**config.mk**
```make
export PLATFORM = sky130hd
export DESIGN_NAME = dlsc_data_unpacker
export DESIGN_NICKNAME = d
export VERILOG_FILES = /design/src/rtl/dlsc_data_unpacker.sv
export SDC_FILE = /design/constraint.sdc
export NUM_CORES = 1
export LEC_CHECK = 0
export BUFFER_PORTS_ARGS = -buffer_cell sky130_fd_sc_hd__buf_4
export CORE_UTILIZATION = 51
export CTS_CLUSTER_DIAMETER = 80
export CTS_CLUSTER_SIZE = 10
export DETAILED_ROUTE_END_ITERATION = 10
export HOLD_SLACK_MARGIN = 0.02
export PLACE_DENSITY = 0.7
export SETUP_SLACK_MARGIN = 0.15
export SLEW_MARGIN = 25
export SYNTH_ARGS = -nofsm -noshare
export SYNTH_HDL_FRONTEND = slang
export SYNTH_SLANG_ARGS = --single-unit
```
**constraint.sdc**
```tcl
create_clock -name clk -period 6.55 [get_ports clk]
set_input_delay 0 -clock clk [delete_from_list [all_inputs] [get_ports clk]]
set_output_delay 0 -clock clk [all_outputs]
set_load 0.005 [all_outputs]
```
**src/rtl/dlsc_data_unpacker.sv**
```systemverilog
// dlsc_data_unpacker: splits a stream of packed 32-bit beats into 1..4-byte words, right-aligned.
// Optional macro DLSC_DATA_UNPACKER_ZERO_EN forces out_data bytes above bpw to zero.
`default_nettype none

module dlsc_data_unpacker #(
  parameter int WLEN       = 12,
  parameter bit WORDS_ZERO = 1'b0
) (
  input  logic            clk,
  input  logic            rst,
  output logic            cmd_done,
  output logic            cmd_ready,
  input  logic            cmd_valid,
  input  logic [1:0]      cmd_offset,
  input  logic [1:0]      cmd_bpw,
  input  logic [WLEN-1:0] cmd_words,
  output logic            in_ready,
  input  logic            in_valid,
  input  logic [31:0]     in_data,
  input  logic            out_ready,
  output logic            out_valid,
  output logic            out_last,
  output logic [31:0]     out_data
);

  logic            active;
  logic [1:0]      off_r;
  logic [1:0]      bpw_r;
  logic [WLEN-1:0] words_left;   // words still to load, minus one
  logic [WLEN+1:0] beats_left;
  logic            first_beat;
  logic [2:0]      last_bytes;
  logic [2:0]      count;
  logic [55:0]     buffer;

  // command decode
  logic [WLEN:0]   n_words;
  logic [2:0]      cmd_bpw_p1;
  logic [WLEN+3:0] nw_ext;
  logic [WLEN+3:0] bw_ext;
  logic [WLEN+3:0] total_p3;
  logic [WLEN+1:0] beats_init;
  logic [2:0]      last_bytes_init;
  logic [WLEN-1:0] words_init;

  assign n_words    = WORDS_ZERO ? ({1'b0, cmd_words} + 1'b1) : {1'b0, cmd_words};
  assign cmd_bpw_p1 = {1'b0, cmd_bpw} + 3'd1;
  assign nw_ext     = {3'b000, n_words};
  assign bw_ext     = {{(WLEN+1){1'b0}}, cmd_bpw_p1};
  assign total_p3   = nw_ext * bw_ext + {{(WLEN+2){1'b0}}, cmd_offset} + 3'd3;
  assign beats_init = total_p3[WLEN+3:2];
  // (total-1) mod 4, plus one: bytes used from the final beat
  assign last_bytes_init = {1'b0, total_p3[1:0]} + 3'd1;
  assign words_init = WORDS_ZERO ? cmd_words : (cmd_words - 1'b1);

  // datapath control
  logic [2:0]  need;
  logic        load;
  logic        cmd_fire;
  logic        in_fire;
  logic        out_fire;
  logic [2:0]  cnt_rem;
  logic [1:0]  skip;
  logic [2:0]  n_app;
  logic [31:0] din_sh;
  logic [55:0] shifted;
  logic [55:0] buf_nxt;
  logic [2:0]  count_nxt;
  logic [31:0] out_word;

  assign cmd_ready = !active;
  assign cmd_fire  = cmd_valid && cmd_ready;
  assign out_fire  = out_valid && out_ready;
  assign need      = {1'b0, bpw_r} + 3'd1;
  assign load      = (out_ready || !out_valid) && active && (count >= need);
  assign cnt_rem   = load ? (count - need) : count;
  assign in_ready  = active && (beats_left != '0) && (cnt_rem <= 3'd3);
  assign in_fire   = in_valid && in_ready;
  assign skip      = first_beat ? off_r : 2'd0;
  assign n_app     = ((beats_left == {{(WLEN+1){1'b0}}, 1'b1}) ? last_bytes : 3'd4) - {1'b0, skip};
  assign din_sh    = in_data >> {skip, 3'b000};
  assign shifted   = load ? (buffer >> {need, 3'b000}) : buffer;
  assign count_nxt = cnt_rem + (in_fire ? n_app : 3'd0);

  always_comb begin
    buf_nxt = shifted;
    for (int i = 0; i < 7; i++) begin
      logic [2:0] idx;
      logic [2:0] rel;
      idx = i[2:0];
      rel = idx - cnt_rem;
      if (in_fire && (idx >= cnt_rem) && ({1'b0, idx} < ({1'b0, cnt_rem} + {1'b0, n_app})))
        buf_nxt[8*i +: 8] = din_sh[{rel[1:0], 3'b000} +: 8];
    end
  end

`ifdef DLSC_DATA_UNPACKER_ZERO_EN
  always_comb begin
    out_word = buffer[31:0];
    for (int b = 1; b < 4; b++) begin
      if (b > int'(bpw_r))
        out_word[8*b +: 8] = 8'h00;
    end
  end
`else
  assign out_word = buffer[31:0];
`endif

  always_ff @(posedge clk) begin
    if (rst) begin
      active     <= 1'b0;
      count      <= 3'd0;
      beats_left <= '0;
      out_valid  <= 1'b0;
      out_last   <= 1'b0;
      cmd_done   <= 1'b0;
    end else begin
      cmd_done <= out_fire && out_last;
      if (cmd_fire) begin
        active     <= 1'b1;
        count      <= 3'd0;
        beats_left <= beats_init;
      end else begin
        if (out_fire && out_last)
          active <= 1'b0;
        count <= count_nxt;
        if (in_fire)
          beats_left <= beats_left - 1'b1;
      end
      if (load) begin
        out_valid <= 1'b1;
        out_last  <= (words_left == '0);
      end else if (out_fire) begin
        out_valid <= 1'b0;
        out_last  <= 1'b0;
      end
    end
  end

  // configuration and data registers carry no reset
  always_ff @(posedge clk) begin
    if (cmd_fire) begin
      off_r      <= cmd_offset;
      bpw_r      <= cmd_bpw;
      words_left <= words_init;
      last_bytes <= last_bytes_init;
      first_beat <= 1'b1;
    end else begin
      if (in_fire)
        first_beat <= 1'b0;
      if (load)
        words_left <= words_left - 1'b1;
    end
    buffer <= buf_nxt;
    if (load)
      out_data <= out_word;
  end

endmodule

`default_nettype wire

```
# Word-level counts from Yosys, hierarchy flattened
# Index checks and enable logic that the tools add are counted.
# totals
register_bits,129
in_bits,53
out_inout_bits,37
word_cells,125
# op_classes
n_addsub,19
mul,1
order_cmp,16
eq_ne,1
n_shift,9
n_mux,21
reduce_logical,39
# op_table
cell,n
32-bit by 6-bit variable part select with 8-bit output,7
56-bit 2-to-1 mux,1
8-bit 2-to-1 mux,7
56-bit by 6-bit right shift with 56-bit output,1
32-bit by 5-bit right shift with 32-bit output,1
14-bit 2-to-1 mux,2
12-bit 2-to-1 mux,2
12-bit by 1-bit subtractor with 12-bit output (second input constant),2
1-bit logical AND,22
2-bit nonzero test,11
15-bit by 2-bit adder with 16-bit output,1
16-bit by 2-bit adder with 16-bit output (second input constant),1
12-bit by 3-bit multiplier with 15-bit output,1
14-bit by 1-bit == test with 1-bit output (second input constant),1
14-bit nonzero test,1
14-bit by 1-bit subtractor with 14-bit output (second input constant),1
12-bit zero test,1
3-bit by 4-bit less-than comparator with 1-bit output (first input constant),3
2-bit by 1-bit adder with 3-bit output (second input constant),3
3-bit greater-or-equal comparator (first input constant),3
3-bit 2-to-1 mux,3
1-bit by 4-bit less-than comparator with 1-bit output (first input constant),2
2-bit by 4-bit less-than comparator with 1-bit output (first input constant),2
1-bit by 2-bit subtractor with 2-bit output (first input constant),4
14 further kinds,23

# Depth between registers and ports, before layout
# Gate-level depths: netlist of run 1.
# depth
ltp_word,11
depth_mapped,20

# Worst setup path after synthesis of run 1
# Ideal clock, no wire load.
# synth_path
kind,reg-to-reg
start,register bpw_r[0]
end,"register buffer[32], enable pin"
arrival_time_ns,4.758
path_slack_ns,1.408
path_stages_with_launch,19
n_path_buf,5
period_less_slack_ns,5.142
path_cell_list,edfxtp_1 > clkbuf_1 > clkinv_1 > clkbuf_1 > ha_1 > nor2b_1 > o21a_1 > or3_1 > nand2_4 > clkbuf_1 > ha_1 > inv_1 > fa_1 > mux2i_1 > nor2_1 > or4_1 > buf_2 > buf_6 > o21ai_0
# synth_via
elab_chain_cells,10
word_cells_on_any_way,14
# synth_rtl
element,line,text
from (decl),28,logic [1:0] bpw_r;
from (signal assigned),144,bpw_r <= cmd_bpw;
2-bit by 1-bit adder with 3-bit output (*),74,"assign need = {1'b0, bpw_r} + 3'd1;"
branches (longest 8 deep; another with 3-bit by 3-bit adder with 4-bit output),n/a,
2-bit nonzero test (no source line) (*),n/a,
to (signal assigned),154,buffer <= buf_nxt;
to (decl),34,logic [55:0] buffer;
# Every way passes the cells marked *.
# A chain may end at the register's enable or synchronous reset.

# Final worst setup path of run 1
# layout_path
start,register bpw_r[0]
end,"register buffer[27], data pin"
# layout_via
elab_chain_cells,10
word_cells_on_any_way,18
# layout_rtl
element,line,text
2-bit by 1-bit adder with 3-bit output (*),74,
branches (longest 8 deep; another with 3-bit greater-or-equal comparator),n/a,
8-bit 2-to-1 mux (*),92,"if (in_fire && (idx >= cnt_rem) && ({1'b0, idx} < ({1'b0, cnt_rem} + {1'b0, n_app})))"
via buf_nxt[27],67,logic [55:0] buf_nxt;
# Mark *: on every way through the listed nets, which the timed path passes. The select of a mux whose other input is x is not followed.

==> flow_summary.yaml, run 1 <==
logic_synthesis:
  ys.flop_type: "edfxtp_1"
  yosys.area.top_type: "edfxtp_1"
  syn-instance-count: 967
  synth.area.top_cells: "edfxtp_1 (33%), mux2i_1 (6.5%), ha_1 (5.8%)"
  ys_async_sr_fraction_pct: 0
  avgSynthCellArea_um2: 10.1
  yosysWarningCount: 0
  yosysMostFrequentCell: "edfxtp_1"
  synth.distinct_cells: 76
  syn_nets: 1080
  syn_area_um2: 9750
  synth_edf_count: 107
  yosysTopAreaCellShare_pct: 32.9
  synthTopCellsByCount: "edfxtp_1 (107), a21oi_1 (72), nor2_1 (69), mux2i_1 (63), nand2_1 (56)"
  synth_seq_cells: 129
  synth_seq_area_share_pct: 37.5
final_layout:
  final_util_pct: 60.3
  antenna_cells: 0
  area_delta_synth_final_pct: 15.7
  fin_nets: 1159
  drive_gt1_share_pct: 18.2
  fillers: 1561
die:
  initial_core_util_pct: 52.1
  die_y_um: 140
  fp.coreArea_um2: 18700
  pin_count: 90
  row_count: 50
  die_w_um: 140
  die-area_um2: 19700
critical_path:
  path_max_fanout: 26
  path_buf_inv: 2
  endpoint_kind: "flop"
  cp.arrival_ns: 5.68
  crit_chain: "ha_1, inv_1, ha_1, nand2_1, o21a_1, or3_1, nand2_4, ha_1, inv_1, fa_1, mux2i_1, nor2_1, or4_1, a2111oi_0, a221oi_1"
  cp.required_ns: 6.69
  critPathMaxStageDelay_ns: 0.82
  crit_type: "flop to flop"
  setup.worst_path.start_class: "flop"
  crit_path_top_delay_cell: "a2111oi_0"
  critPathMostFrequentCell: "ha_1"
  crit_family: "simple AND/OR/NAND/NOR gates"
timing:
  finalHoldViolCount: 0
  period_minus_slack_ns: 5.54
  fmax_ghz: 0.181
  clock_skew_ns: 0.00911
  slew_viol_final: 0
  worst_slew_pin_slew_ns: 0.872
  rsz0062_at_grt: "no"
  fin_setup_tns_ns: 0
  setup_viol: 0
  worst_slack_ns: 1.01
  finalCritPeriodShare_pct: 84.6
  max_slew_margin_pct: 41.8
grt:
  grt_pass1_vias: 7481
  grt-ovfl-total: 0
  grt_start_max_net_pins: 52
  grt_pass1_wl_um: 40000
  globalRouteTotalUtil_pct: 25.9
  antenna_found_initial: 0
cts:
  clock-root-buffer: "clkbuf_16"
  numCtsBuffers: 17
  cts_max_path_buffers: 2
  ctsHoldBuffers: 12
  clk_pin_slew_worst_paths_ns: 0.06
  cts_resized: 0
  cts.sinks: 129
  tritoncts: "yes"
  post_cts_buffers: 0
  htreeDepth: 4
  worstSkewPairLatency_ns: 0.43
power:
  vdd_drop_max_mv: 0.183
  power_mw: 3.03
  powerDensity_nw_per_um2: 268
  power_leakage_nw: 4.46
place:
  pre_cts_slack_ns: 1.14
  place_congestion: 0.920
  portBuffers: 89
  hpwl_um: 18600
route:
  drt_iter0_markers: 770
  drt-pass1-iter-count: 6
  drc: 0
  ant_nets: 0
  wirelength_um: 24500
  num_vias: 8050
  via_per_inst: 6.23
  avgRoutedWirePerCell_um: 18.9
worst_hold_path:
  min_path_type: "input pin to flop"
outcome:
  status: "complete, no violations"
job:
  cap_violations: 0
layer usage:
layer	vias to the layer above	GRT usage (%)	wire [um]
met1	3876	39.8	12000
met3	22	4.92	1840
met4	0	6.54	261
met5	-	0	0
li1	3823	-	-
met2	329	37.1	10400
through the flow:
step	hold WS, ns	cell area, um^2	std cells
after global placement	0.214	10600	1249
after CTS	0.0212	11300	1293
after floorplan	0.0989	9750	967
final	0.0463	11300	1293
after global routing	0.0783	11300	1293
after detailed placement	0.212	10600	1249
worst paths after layout:
| kind | start | end | depth (start not counted) | slack (ns) |
|---|---|---|---|---|
| max | bpw_r[0] | buffer[27] | 15 | 1.01 |
| min | cmd_words[4] | words_left[4] | 3 | 0.05 |
| max reg2reg | bpw_r[0] | buffer[27] | 15 | 1.01 |
| min reg2reg | buffer[5] | out_data[5] | 0 | 0.41 |
power breakdown:
group / internal (mW) / leakage (nW) / switching (mW)
clock: 0.574 / 0.292 / 0.394
combinational: 0.384 / 3.00 / 0.575
sequential: 1.03 / 1.16 / 0.0719
kinds of logic after synthesis:
logic type | after synthesis | synth area share, %
compound gates | 231 | 17.0
xor+xnor | 31 | 2.78
fa+ha+maj | 60 | 8.85
buf+inv | 105 | 4.41
flops | 129 | 37.5
mux | 105 | 13.2
simple gates | 306 | 16.4
state kept, by name (all words and copies together) (netlist names):
name and count:
first_beat 1, out_valid 1, last_bytes 3, beats_left 14
out_last 1, out_data 32, count 3, words_left 12
off_r 2, buffer 56, cmd_done 1, bpw_r 2
active 1
layout by cell type, fill, tap and decap left out, types with 4 or more instances in the layout:
| master | count |
|---|---|
| o21ai_0 | 25 |
| inv_6 | 4 |
| nor3_1 | 37 |
| nor2b_1 | 17 |
| dfxtp_1 | 22 |
| xnor2_1 | 21 |
| a2111oi_0 | 14 |
| a221oi_1 | 16 |
| and3_1 | 16 |
| fa_1 | 15 |
| ha_1 | 45 |
| mux2_2 | 26 |
| clkbuf_16 | 17 |
| a21oi_1 | 72 |
| nand2b_1 | 15 |
| or3_1 | 5 |
| a21o_1 | 7 |
| dlygate4sd3_1 | 12 |
| o221ai_1 | 7 |
| inv_1 | 50 |
| a211oi_1 | 29 |
| nand3_1 | 18 |
| clkinv_4 | 4 |
| xor2_1 | 10 |
| nor4b_1 | 4 |
| o31ai_4 | 6 |
| or4_1 | 7 |
| o211ai_1 | 8 |
| mux4_2 | 16 |
| mux2i_1 | 63 |
| nor2_1 | 69 |
| edfxtp_1 | 107 |
| a21boi_0 | 4 |
| o21ai_1 | 4 |
| a31oi_1 | 7 |
| buf_4 | 97 |
| nand4_1 | 9 |
| nand2_1 | 56 |
| and2_1 | 30 |
worst min-delay path, delay by kind of cell:
family / cells / cell delay [ns]
buf+inv: 1 / 0.12
mux: 1 / 0.15
xor+xnor: 1 / 0.08
final cells by class:
| cell class | instances | area, um^2 | area share [%] |
|---|---|---|---|
| multi-input combinational | 733 | 5680 | 50.3 |
| sequential | 129 | 3650 | 32.4 |
| timing repair buffer | 109 | 848 | 7.52 |
| clock buffer | 18 | 429 | 3.80 |
| tap | 234 | 293 | 2.60 |
| inverter | 56 | 210 | 1.86 |
| clock inverter | 14 | 171 | 1.52 |
No activity file was read; power rests on OpenSTA's default activity.
==> run 2, diff against run 1 <==
Settings changed: PLACE_DENSITY 0.7 to 0.73.
Clock period 6.55 ns to 5 ns, I/O delays scaled along.
==> run 2 against run 1 <==
  * Combinational power increased by 39%
  * First-iteration DRC count is 9.0% lower
  * Register-to-register slack lost 0.76 ns
  * Global-route usage rose by 0.32 points
  * Clock skew grew 0.0024 ns
  * Clock power is 26% higher
  * Utilization is 1.2 points higher
  * Sequential power is 31% higher
  * Final area increased by 2.0%
  * Die area unchanged
  * Count of clock-buffer cells in the layout shrank 1
  * Critical endpoint is now buffer[39]
==> flow_summary.yaml, run 2 (synthesis results as in run 1) <==
critical_path:
  crit_path_top_delay_cell: "or4_4"
  r2r_slack_ns: 0.25
  crit_type: "flop to flop"
  path_buf_inv: 1
  crit_chain: "or4_4, nor3b_2, and3b_1, and2_1, nand2_1, ha_1, fa_1, xor2_1, ha_1, mux2i_2, nor2_2, or4_4, buf_12, nor2_4, mux2_2"
  crit_family: "simple AND/OR/NAND/NOR gates"
  setup.worst_path.start_class: "flop"
  critPathMaxStageDelay_ns: 0.57
  cp.arrival_ns: 4.93
  cp.required_ns: 5.18
  path_max_fanout: 8
  endpoint_kind: "flop"
power:
  power_leakage_nw: 4.57
  powerDensity_nw_per_um2: 346
  vdd_drop_max_mv: 0.246
route:
  ant_nets: 0
  avgRoutedWirePerCell_um: 19.2
  drt-pass1-iter-count: 5
  num_vias: 8164
  wirelength_um: 25200
  drt_iter0_markers: 701
  via_per_inst: 6.21
  drc: 0
die:
  die-area_um2: 19700
  row_count: 50
  pin_count: 90
  die_y_um: 140
  fp.coreArea_um2: 18700
  die_w_um: 140
  initial_core_util_pct: 52.1
timing:
  worst_slack_ns: 0.252
  clock_skew_ns: 0.0115
  finalCritPeriodShare_pct: 95.0
  period_minus_slack_ns: 4.75
  setup_viol: 0
  fin_setup_tns_ns: 0
  max_slew_margin_pct: 32.8
  worst_slew_pin_slew_ns: 1.01
  slew_viol_final: 0
  rsz0062_at_grt: "no"
  fmax_ghz: 0.211
  finalHoldViolCount: 0
final_layout:
  largest_reg_flops: 56
  drive_gt1_share_pct: 20.9
  final_cell_mix: "buf_4 (115), edfxtp_1 (107), a21oi_1 (72)"
  final_util_pct: 61.5
  fin_nets: 1181
  top_register: "buffer"
  antenna_cells: 0
  fillers: 1555
  largestRegisters: "buffer x56, out_data x32, beats_left x14"
  final_common_cell: "buf_4"
  area_delta_synth_final_pct: 18.0
cts:
  clock-root-buffer: "clkbuf_16"
  htreeDepth: 4
  numCtsBuffers: 17
  cts.sinks: 129
  worstSkewPairLatency_ns: 0.43
  tritoncts: "yes"
  cts_max_path_buffers: 2
  clk_pin_slew_worst_paths_ns: 0.07
place:
  hpwl_um: 19200
  portBuffers: 89
  place_congestion: 0.895
  pre_cts_slack_ns: 0.0648
grt:
  grt_start_max_net_pins: 52
  globalRouteTotalUtil_pct: 26.2
  antenna_found_initial: 0
  grt_pass1_vias: 7495
  grt-ovfl-total: 0
  grt_pass1_wl_um: 40000
job:
  cap_violations: 0
worst_hold_path:
  min_path_type: "input pin to flop"
outcome:
  status: "complete, no violations"
## run 2: cell count changes in the layout (fill, tap and decap cells not counted), moves of 4 or more
cell       before  now
clkinv_8        0    4
a2111oi_1       1    5
buf_4          97  115
a2111oi_0      14    7
## run 2: metrics by stage
step,instances,area [um^2],power [mW],hold slack [ns]
floorplan,967,9760,2.33,0.0989
global placement,1264,10700,2.68,0.211
detailed placement,1264,10700,2.71,0.213
CTS,1310,11400,3.94,0.0295
global route,1315,11500,4.17,0.0627
finish,1315,11500,3.98,0.0361
## run 2: cell type report
class | count | area, um^2 | share of cell area (%)
multi-input combinational | 733 | 5730 | 49.8
sequential | 129 | 3650 | 31.7
timing repair buffer | 131 | 1030 | 8.96
clock buffer | 17 | 425 | 3.70
tap | 234 | 293 | 2.54
inverter | 56 | 210 | 1.83
clock inverter | 15 | 166 | 1.45
## run 2: worst paths after layout
path,startpoint,depth (start not counted),end
setup reg to reg,beats_left[2],15,buffer[39]
hold / removal,cmd_words[4],3,words_left[4]
setup / recovery,beats_left[2],15,buffer[39]
hold reg to reg,buffer[7],0,out_data[7]
## run 2: timing repair
item | 4_1_cts | 5_1_grt
endpoints found under the hold margin | 22 | 0
pin swaps | 0 | 3
setup endpoints to repair | 38 | 62
gates cloned | 0 | 0
hold buffers | 14 | 0
resized for setup | 5 | 15
setup buffers | 0 | 5
## run 2: power breakdown
group | leakage (nW) | internal, mW | total, mW | switching [mW]
Combinational | 3.12 | 0.540 | 1.33 | 0.787
Sequential | 1.16 | 1.34 | 1.44 | 0.0926
Clock | 0.282 | 0.668 | 1.22 | 0.552
## run 2: metal layers
layer	track usage, %	share of wire [%]	wire [um]
met1	39.3	47	11900
met3	5.98	8.3	2090
met2	37.4	42	10700
met4	7.92	2.1	525
met5	0	0	0
## run 2: tightest hold or removal path: stages
cell	delay, ns
buf_4	0.12
xnor2_1	0.08
mux2i_1	0.13
==> run 3, diff against run 2 <==
Settings changed: CORE_UTILIZATION 51 to 55, PLACE_DENSITY 0.73 to 0.78.
==> run 3 against run 2 <==
  * Global-route usage increased by 1.6 points
  * Count of clock-buffer cells in the layout increased by 1
  * Sequential power about the same
  * Register-to-register slack improved by 0.09 ns
  * Setup slack improved by 0.089 ns
  * First-iteration DRC count increased by 14%
  * Clock power decreased by 3%
  * Critical path depth unchanged
  * Die area decreased by 7.2%
  * Combinational power about the same
  * Final area decreased by 1.0%
  * Largest cell class unchanged
==> flow_summary.yaml, run 3 (synthesis results as in run 1) <==
outcome:
  status: "complete, no violations"
final_layout:
  drive_gt1_share_pct: 19.8
  largestRegisters: "buffer x56, out_data x32, beats_left x14"
  final_util_pct: 65.9
  final_cells: 1301
  final_common_cell: "buf_4"
  fillers: 1374
  final_cell_mix: "buf_4 (112), edfxtp_1 (107), a21oi_1 (72)"
  multi_input_area_um2: 5700
  antenna_cells: 0
  stdcell_area_um2: 11400
  largest_reg_flops: 56
  ff_latch_area_um2: 3650
  top_register: "buffer"
  fin_nets: 1176
  area_delta_synth_final_pct: 16.8
timing:
  worst_slack_ns: 0.341
  rsz0062_at_grt: "yes"
  period_minus_slack_ns: 4.66
  setup_viol: 0
  hold_slack_ns: 0.0363
  finalCritPeriodShare_pct: 93.2
  max_slew_margin_pct: 39.7
  slew_viol_final: 0
  clock_skew_ns: 0.0146
  worst_slew_pin_slew_ns: 0.905
  finalHoldViolCount: 0
  fmax_ghz: 0.215
  fin_setup_tns_ns: 0
worst_hold_path:
  worstHoldStart: "cmd_words[9]"
  hold_end: "words_left[9]"
  min_path_type: "input pin to flop"
  hold_depth: 3
die:
  fp.coreArea_um2: 17300
  die_y_um: 135
  die-area_um2: 18300
  die_w_um: 135
  row_count: 48
  initial_core_util_pct: 56.4
  pin_count: 90
place:
  dp.cells: 1255
  hpwl_um: 18700
  portBuffers: 89
  placed_cell_area_um2: 10700
  pre_cts_slack_ns: 0.274
  place_congestion: 0.881
critical_path:
  cp.required_ns: 5.15
  critPathMaxStageDelay_ns: 0.57
  r2r_end: "buffer[28]"
  ff2ff_path_depth: 15
  cp.arrival_ns: 4.81
  crit_type: "flop to flop"
  path_max_fanout: 18
  r2r_slack_ns: 0.34
  setup.worst_path.start_class: "flop"
  crit_path_top_delay_cell: "or4_4"
  timing.rr.start: "beats_left[2]"
  critPathMostFrequentCell: "ha_1"
  endpoint_kind: "flop"
  crit_chain: "or4_4, nor3b_2, and3b_1, and2_1, nand2_1, ha_1, fa_1, xor2_1, ha_1, mux2i_1, nor2_1, or4_1, buf_4, a2111oi_1, a221oi_1"
route:
  drt_iter0_markers: 801
  ant_nets: 0
  wirelength_um: 24800
  via_per_inst: 6.21
  drc: 0
  drt-pass1-iter-count: 6
  avgRoutedWirePerCell_um: 19.0
  num_vias: 8076
power:
  vdd_drop_max_mv: 0.248
  power_mw: 3.92
  powerDensity_nw_per_um2: 344
  power_leakage_nw: 4.52
grt:
  antenna_found_initial: 0
  grt-ovfl-total: 0
  globalRouteTotalUtil_pct: 27.8
  grt_pass1_vias: 7498
  grt_pass1_wl_um: 39200
  grt_start_max_net_pins: 52
cts:
  cts.sinks: 129
  post_cts_buffers: 0
  worstSkewPairLatency_ns: 0.43
  htreeDepth: 4
  tritoncts: "yes"
  clk_pin_slew_worst_paths_ns: 0.06
  clock-root-buffer: "clkbuf_16"
  numCtsBuffers: 17
  cts_max_path_buffers: 2
job:
  cap_violations: 0
[run 3: changes by cell type in the layout (fill, tap and decap cells not counted), moves of 2 or more]
cell	previous run	this run
clkinv_1	3	5
buf_4	115	112
a2111oi_0	7	12
inv_8	3	1
nor2_2	3	1
clkinv_4	1	4
nor2_1	66	68
inv_6	5	3
clkinv_8	4	0
a2111oi_1	5	1
[run 3: critical path: cells and delay by family, from the launching register on]
kind	cells	cell delay [ns]
buffers and inverters	1	0.23
AND/OR/NAND/NOR	7	1.78
multiplexers	1	0.25
AO/OA/AOI/OAI	2	0.59
adder cells (fa/ha/maj)	3	0.99
XOR/XNOR	1	0.19
flip-flops	1	0.34
[run 3: report_power, final]
part / internal (mW) / switching [mW]
registers: 1.35 / 0.0938
clock network: 0.689 / 0.495
logic: 0.528 / 0.770
total: 2.56 / 1.36
[run 3: repair_timing]
item,in CTS,in global routing
resized for setup,0,9
setup endpoints to repair,0,39
hold endpoints to repair,21,0
hold buffers,14,0
[run 3: how the worst max path moves through the flow]
stage	from	slack, ns	end
after detailed placement	beats_left[2]	0.27	buffer[28]
after global routing	beats_left[2]	0.11	buffer[27]
final	beats_left[2]	0.34	buffer[28]
after floorplan	bpw_r[0]	0.24	buffer[16]
after CTS	beats_left[2]	0.21	buffer[28]
after global placement	beats_left[2]	0.39	buffer[37]
[run 3: area by class of cell]
cell class / count / area share [%]
inverters: 56 / 1.85
multi-input cells: 733 / 50.1
flip-flops and latches: 129 / 32.1
clock buffers: 18 / 3.77
well taps: 225 / 2.47
repair buffers: 126 / 8.61
clock inverters: 14 / 1.16
[run 3: layer usage]
layer | global-route usage, % | routed length, um
met5 | 0 | 0
met4 | 8.68 | 371
met1 | 40.1 | 11200
met2 | 40.1 | 10700
met3 | 8.01 | 2450
